File: config.mk
export PLATFORM = sky130hd
export DESIGN_NAME = msrv32_ahb_arbiter
export DESIGN_NICKNAME = d
export VERILOG_FILES = /design/src/rtl/msrv32_ahb_arbiter.sv
export SDC_FILE = /design/constraint.sdc
export NUM_CORES = 1
export LEC_CHECK = 0
export ABC_CLOCK_PERIOD_IN_PS = 6100
export CAP_MARGIN = 20
export CORE_AREA = 2 2 113 115
export CTS_CLUSTER_DIAMETER = 150
export DETAILED_ROUTE_END_ITERATION = 10
export DIE_AREA = 0 0 115 117
export DONT_BUFFER_PORTS = 1
export HOLD_SLACK_MARGIN = 0.03
export RECOVER_POWER = 100
export SLEW_MARGIN = 10
export SYNTH_ARGS = -nofsm -noshare
export SYNTH_HDL_FRONTEND = slang
export SYNTH_SLANG_ARGS = --single-unit
File: constraint.sdc
create_clock -name ms_riscv32_mp_clk_in -period 6.1 [get_ports ms_riscv32_mp_clk_in]
set_clock_uncertainty 0.15 [all_clocks]
set_input_delay 1.22 -clock ms_riscv32_mp_clk_in [delete_from_list [all_inputs] [get_ports ms_riscv32_mp_clk_in]]
set_output_delay 1.22 -clock ms_riscv32_mp_clk_in [all_outputs]
set_load 0.01 [all_outputs]
File: src/rtl/msrv32_ahb_arbiter.sv
// Two-requester AHB-Lite master arbiter: fetch and load/store share one port.
// Data has fixed priority; a starvation counter forces a fetch through.
module msrv32_ahb_arbiter #(
  parameter int unsigned STARVE_LIMIT = 4
) (
  input  logic        ms_riscv32_mp_clk_in,
  input  logic        ms_riscv32_mp_rst_in,
  input  logic        i_req_in,
  input  logic [31:0] i_addr_in,
  output logic [31:0] i_rdata_out,
  output logic        i_ready_out,
  output logic        i_err_out,
  input  logic        d_req_in,
  input  logic        d_we_in,
  input  logic [31:0] d_addr_in,
  input  logic [31:0] d_wdata_in,
  input  logic [3:0]  d_mask_in,
  output logic [31:0] d_rdata_out,
  output logic        d_ready_out,
  output logic        d_err_out,
  output logic [31:0] haddr_out,
  output logic [1:0]  htrans_out,
  output logic        hwrite_out,
  output logic [2:0]  hsize_out,
  output logic [31:0] hwdata_out,
  input  logic [31:0] hrdata_in,
  input  logic        hready_in,
  input  logic        hresp_in
);

  localparam logic [1:0] HT_IDLE   = 2'b00;
  localparam logic [1:0] HT_NONSEQ = 2'b10;
  localparam logic [3:0] LIMIT     = 4'(STARVE_LIMIT);

  typedef enum logic [1:0] {
    IDLE,
    ADDR,
    DATA,
    RESP
  } state_e;

  state_e      state_q, state_d;
  logic [3:0]  starve_q, starve_d;
  logic        own_d_q, own_d_d;
  logic [31:0] haddr_q, haddr_d;
  logic [1:0]  htrans_q, htrans_d;
  logic        hwrite_q, hwrite_d;
  logic [2:0]  hsize_q, hsize_d;
  logic [31:0] hwdata_q, hwdata_d;
  logic [31:0] i_rdata_q, i_rdata_d;
  logic [31:0] d_rdata_q, d_rdata_d;
  logic        i_ready_q, i_ready_d;
  logic        d_ready_q, d_ready_d;
  logic        i_err_q, i_err_d;
  logic        d_err_q, d_err_d;

  logic [2:0]  d_size;
  logic [1:0]  d_off;
  logic        grant_i;

  always_comb begin
    d_size = 3'b010;
    d_off  = 2'b00;
    case (d_mask_in)
      4'b0011: d_size = 3'b001;
      4'b1100: begin d_size = 3'b001; d_off = 2'd2; end
      4'b0001: begin d_size = 3'b000; d_off = 2'd0; end
      4'b0010: begin d_size = 3'b000; d_off = 2'd1; end
      4'b0100: begin d_size = 3'b000; d_off = 2'd2; end
      4'b1000: begin d_size = 3'b000; d_off = 2'd3; end
      default: ;
    endcase
  end

  always_comb begin
    state_d   = state_q;
    starve_d  = starve_q;
    own_d_d   = own_d_q;
    haddr_d   = haddr_q;
    htrans_d  = htrans_q;
    hwrite_d  = hwrite_q;
    hsize_d   = hsize_q;
    hwdata_d  = hwdata_q;
    i_rdata_d = i_rdata_q;
    d_rdata_d = d_rdata_q;
    i_err_d   = i_err_q;
    d_err_d   = d_err_q;
    i_ready_d = 1'b0;
    d_ready_d = 1'b0;
    grant_i   = 1'b0;
    unique case (state_q)
      IDLE: begin
        if (i_req_in || d_req_in) begin
          grant_i  = i_req_in && (!d_req_in || starve_q == LIMIT);
          own_d_d  = !grant_i;
          htrans_d = HT_NONSEQ;
          state_d  = ADDR;
          if (grant_i) begin
            haddr_d  = {i_addr_in[31:2], 2'b00};
            hwrite_d = 1'b0;
            hsize_d  = 3'b010;
            starve_d = 4'd0;
          end else begin
            haddr_d  = {d_addr_in[31:2], d_off};
            hwrite_d = d_we_in;
            hsize_d  = d_size;
            if (d_we_in) hwdata_d = d_wdata_in;
            if (i_req_in && starve_q < LIMIT)
              starve_d = starve_q + 4'd1;
          end
        end
      end
      ADDR: begin
        if (hready_in) begin
          htrans_d = HT_IDLE;
          state_d  = DATA;
        end
      end
      DATA: begin
        // An ERROR with HREADY low is just a wait state; sample on HREADY.
        if (hready_in) begin
          state_d = RESP;
          if (own_d_q) begin
            d_rdata_d = hrdata_in;
            d_err_d   = hresp_in;
            d_ready_d = 1'b1;
          end else begin
            i_rdata_d = hrdata_in;
            i_err_d   = hresp_in;
            i_ready_d = 1'b1;
          end
        end
      end
      RESP: state_d = IDLE;
      default: state_d = IDLE;
    endcase
  end

  always_ff @(posedge ms_riscv32_mp_clk_in or posedge ms_riscv32_mp_rst_in) begin
    if (ms_riscv32_mp_rst_in) begin
      state_q   <= IDLE;
      starve_q  <= 4'd0;
      own_d_q   <= 1'b0;
      haddr_q   <= 32'd0;
      htrans_q  <= HT_IDLE;
      hwrite_q  <= 1'b0;
      hsize_q   <= 3'b010;
      hwdata_q  <= 32'd0;
      i_rdata_q <= 32'd0;
      d_rdata_q <= 32'd0;
      i_ready_q <= 1'b0;
      d_ready_q <= 1'b0;
      i_err_q   <= 1'b0;
      d_err_q   <= 1'b0;
    end else begin
      state_q   <= state_d;
      starve_q  <= starve_d;
      own_d_q   <= own_d_d;
      haddr_q   <= haddr_d;
      htrans_q  <= htrans_d;
      hwrite_q  <= hwrite_d;
      hsize_q   <= hsize_d;
      hwdata_q  <= hwdata_d;
      i_rdata_q <= i_rdata_d;
      d_rdata_q <= d_rdata_d;
      i_ready_q <= i_ready_d;
      d_ready_q <= d_ready_d;
      i_err_q   <= i_err_d;
      d_err_q   <= d_err_d;
    end
  end

  assign haddr_out   = haddr_q;
  assign htrans_out  = htrans_q;
  assign hwrite_out  = hwrite_q;
  assign hsize_out   = hsize_q;
  assign hwdata_out  = hwdata_q;
  assign i_rdata_out = i_rdata_q;
  assign d_rdata_out = d_rdata_q;
  assign i_ready_out = i_ready_q;
  assign d_ready_out = d_ready_q;
  assign i_err_out   = i_err_q;
  assign d_err_out   = d_err_q;

endmodule

==> impl_metrics.csv <==
group,metric,value,unit
outcome,outcome,"finished with violations",
outcome,violations,"max-capacitance violations, max-slew violations",
drt,dr_wl_met2,6.48,mm
setup_path,worst-r2r-setup-slack,2.21,ns
sta,slew-limit-headroom,-0.647,
global_route,gr-total-overflow,0,
yosys,synth_edf_count,0,
cts,clock_latency,0.41,ns
cts,ctsHoldBuffers,0,
yosys,synthFlopType,"dfrtp_1",
placed_design,place.gp.congestion,0.734,
drt,drt_iter0_markers,140,
cts,cts_made_buffers,17,
cts,cts_setup_buffers,0,
yosys,postSynthAreaPerCell,11.1,µm²
yosys,synthesis.area,5780,µm²
floorplan,die_h,117,µm
cells_and_area,final_nets,662,
placed_design,numPortBuffers,0,
sta,finalSetupViolCount,0,
global_route,grtUsageTotal,0.179,
setup_path,path_buf_inv,3,
power_and_ir_drop,p_leak,0.00306,µW
sta,rsz0062_at_grt,"no",
cts,cts-root-buf,"clkbuf_16",
drt,top_layer_used,"met4",
floorplan,io_pins,277,
setup_path,cp_num_cells,6,
run,max-cap-violations,4,
setup_path,critPathTopFamily,"buffers and inverters",
setup_path,crit_path_end_kind,"flip-flop",
floorplan,dieArea,13500,µm²
sta,tns,0,ns
sta,layout_min_cycle_time,4.00,ns
drt,wl_met3,1.28,mm
cells_and_area,final_common_cell,"dfrtp_1",
setup_path,critPathArrivalTime,4.14,ns
setup_path,crit_slowest_cell,"clkbuf_1",
floorplan,die_w,115,µm
global_route,grt_pass1_wl,18.4,mm
cts,cts_max_path_buffers,2,
placed_design,post-dp-hpwl,8.84,mm
drt,m1WireLength,4.56,mm
floorplan,core,12300,µm²
setup_path,r2r_cells,8,
cells_and_area,drive_gt1_frac,0.196,
cells_and_area,diodes,0,
drt,firstDrtPassIters,4,
cts,cts_sinks,143,
cts,post_cts_resized,0,
setup_path,crit_type,"input port to flip-flop",
sta,drv_slew,141,
cells_and_area,final_util,0.524,
hold_path,min_path_cells,1,
sta,tightest_slew,2.46,ns
yosys,yosys_warnings,0,
drt,wirelength,12.5,mm
sta,fin_crit_sh,0.656,
cts,htree_levels,4,
floorplan,num_rows,41,
drt,drcViolationCount,0,
yosys,syn_inst,520,
setup_path,worstPathCellList,"nand3b_1, clkbuf_1, clkinv_1, clkbuf_1, nand2_1, nand2_1",
setup_path,cp_max_fo,34,
drt,route.vias.total,3708,
drt,viasPerCell,5.44,
yosys,synthDistinctLibCells,35,
yosys,synthArstFlopShare,1.00,
global_route,grt_pass1_vias,3626,
setup_path,cp_slowest_stage_delay,1.12,ns
cts,cts_tree,"done",
drt,avgRoutedWirePerCell,18.4,µm
global_route,grt_max_degree,92,
setup_path,start_kind,"input port",
yosys,ys_seq_area_frac,0.619,
floorplan,initial_core_util,0.470,
cts,cts.reportedPaths.clkPinSlew,0.06,ns
power_and_ir_drop,vdd_ir_drop_max,0.260,mV
placed_design,dpl_worst_slack,2.84,ns
sta,worst_slack,2.10,ns
drt,ant_nets,0,
cells_and_area,layout_common_cells,"142 x dfrtp_1, 137 x nand2_1, 67 x mux2_2",
yosys,ys_seq_elements,143,
global_route,antenna_found_initial,0,
hold_path,min_path_type,"flip-flop to flip-flop",
setup_path,crit_required,6.24,ns
sta,fmax,250,MHz
power_and_ir_drop,p_total,3770,µW
cells_and_area,synthToLayoutAreaGrowth,11.6,%
sta,finalHoldViolations,0,
power_and_ir_drop,powerDensity,584,nW/µm²
[power breakdown]
part	switching (µW)	leakage [µW]	internal [µW]
clock network	375	0.000299	655
logic	401	0.00105	395
registers	537	0.00172	1410
[registers in the layout (all words and copies together) (netlist names), 2 cells and up]
| register | flops |
|---|---|
| d_rdata_out | 32 |
| haddr_out | 32 |
| hsize_out | 2 |
| hwdata_out | 32 |
| i_rdata_out | 32 |
| starve_q | 4 |
| state_q | 2 |
[kinds of logic (layout without fill, tap and decap cells)]
logic type	after synthesis	count (layout)	synth area share
AOI/OAI and AO/OA	72	72	0.0666
xor gates and xnor gates	2	2	0.00303
adders and majority gates	5	5	0.0108
buffers and inverters	36	46	0.0305
DFF	143	143	0.619
muxes	69	69	0.134
other	1	2	0.000648
and+or+nand+nor	192	192	0.135
[per-layer routing]
layer,vias up,GRT usage
met4,0,0.0819
met2,178,0.311
met3,19,0.0742
met1,1797,0.192
li1,1714,-
met5,-,0
[cells in the mapped netlist (all sizes together) (2+ instances only)]
master | number | area, µm²
clkbuf | 14 | 52.6
mux2i | 2 | 20.0
nand3b | 3 | 35.0
nor2 | 39 | 154
a31oi | 2 | 12.5
a21oi | 61 | 305
nand2 | 137 | 514
ha | 5 | 62.6
nor2b | 4 | 25.0
mux2 | 67 | 754
nand3 | 4 | 20.0
o21ai | 4 | 23.8
inv | 7 | 26.3
buf | 14 | 93.8
dfrtp | 142 | 3550
[per-stage QoR]
step | hold WS [ns] | std cells | instance area [µm²]
final | 0.368 | 681 | 6460
after global routing | 0.393 | 681 | 6460
after CTS | 0.374 | 679 | 6480
after detailed placement | 0.354 | 647 | 5870
after global placement | 0.351 | 647 | 5870
after floorplan | 0.311 | 521 | 5790
[final timing paths]
kind | from | to
worst min-delay path | starve_q[3]$_DFFE_PP0P_ | starve_q[3]$_DFFE_PP0P_
worst max register to register | state_q[0]$_DFFE_PP0P_ | i_rdata_out[9]$_DFFE_PP0P_
worst max-delay path | hready_in | i_rdata_out[9]$_DFFE_PP0P_
max in group asynchronous | ms_riscv32_mp_rst_in | haddr_out[9]$_DFFE_PP0P_
worst min register to register | starve_q[3]$_DFFE_PP0P_ | starve_q[3]$_DFFE_PP0P_
min in group asynchronous | ms_riscv32_mp_rst_in | d_rdata_out[13]$_DFFE_PP0P_
[cell type report]
class	count	area [µm²]
inverter	8	35.0
clock inverter	9	105
clock buffer	23	498
timing repair buffer	6	41.3
tap	150	188
fill	1121	5860
multi-input combinational	342	2010
sequential	143	3580
Power figures use the tool's default switching activity.
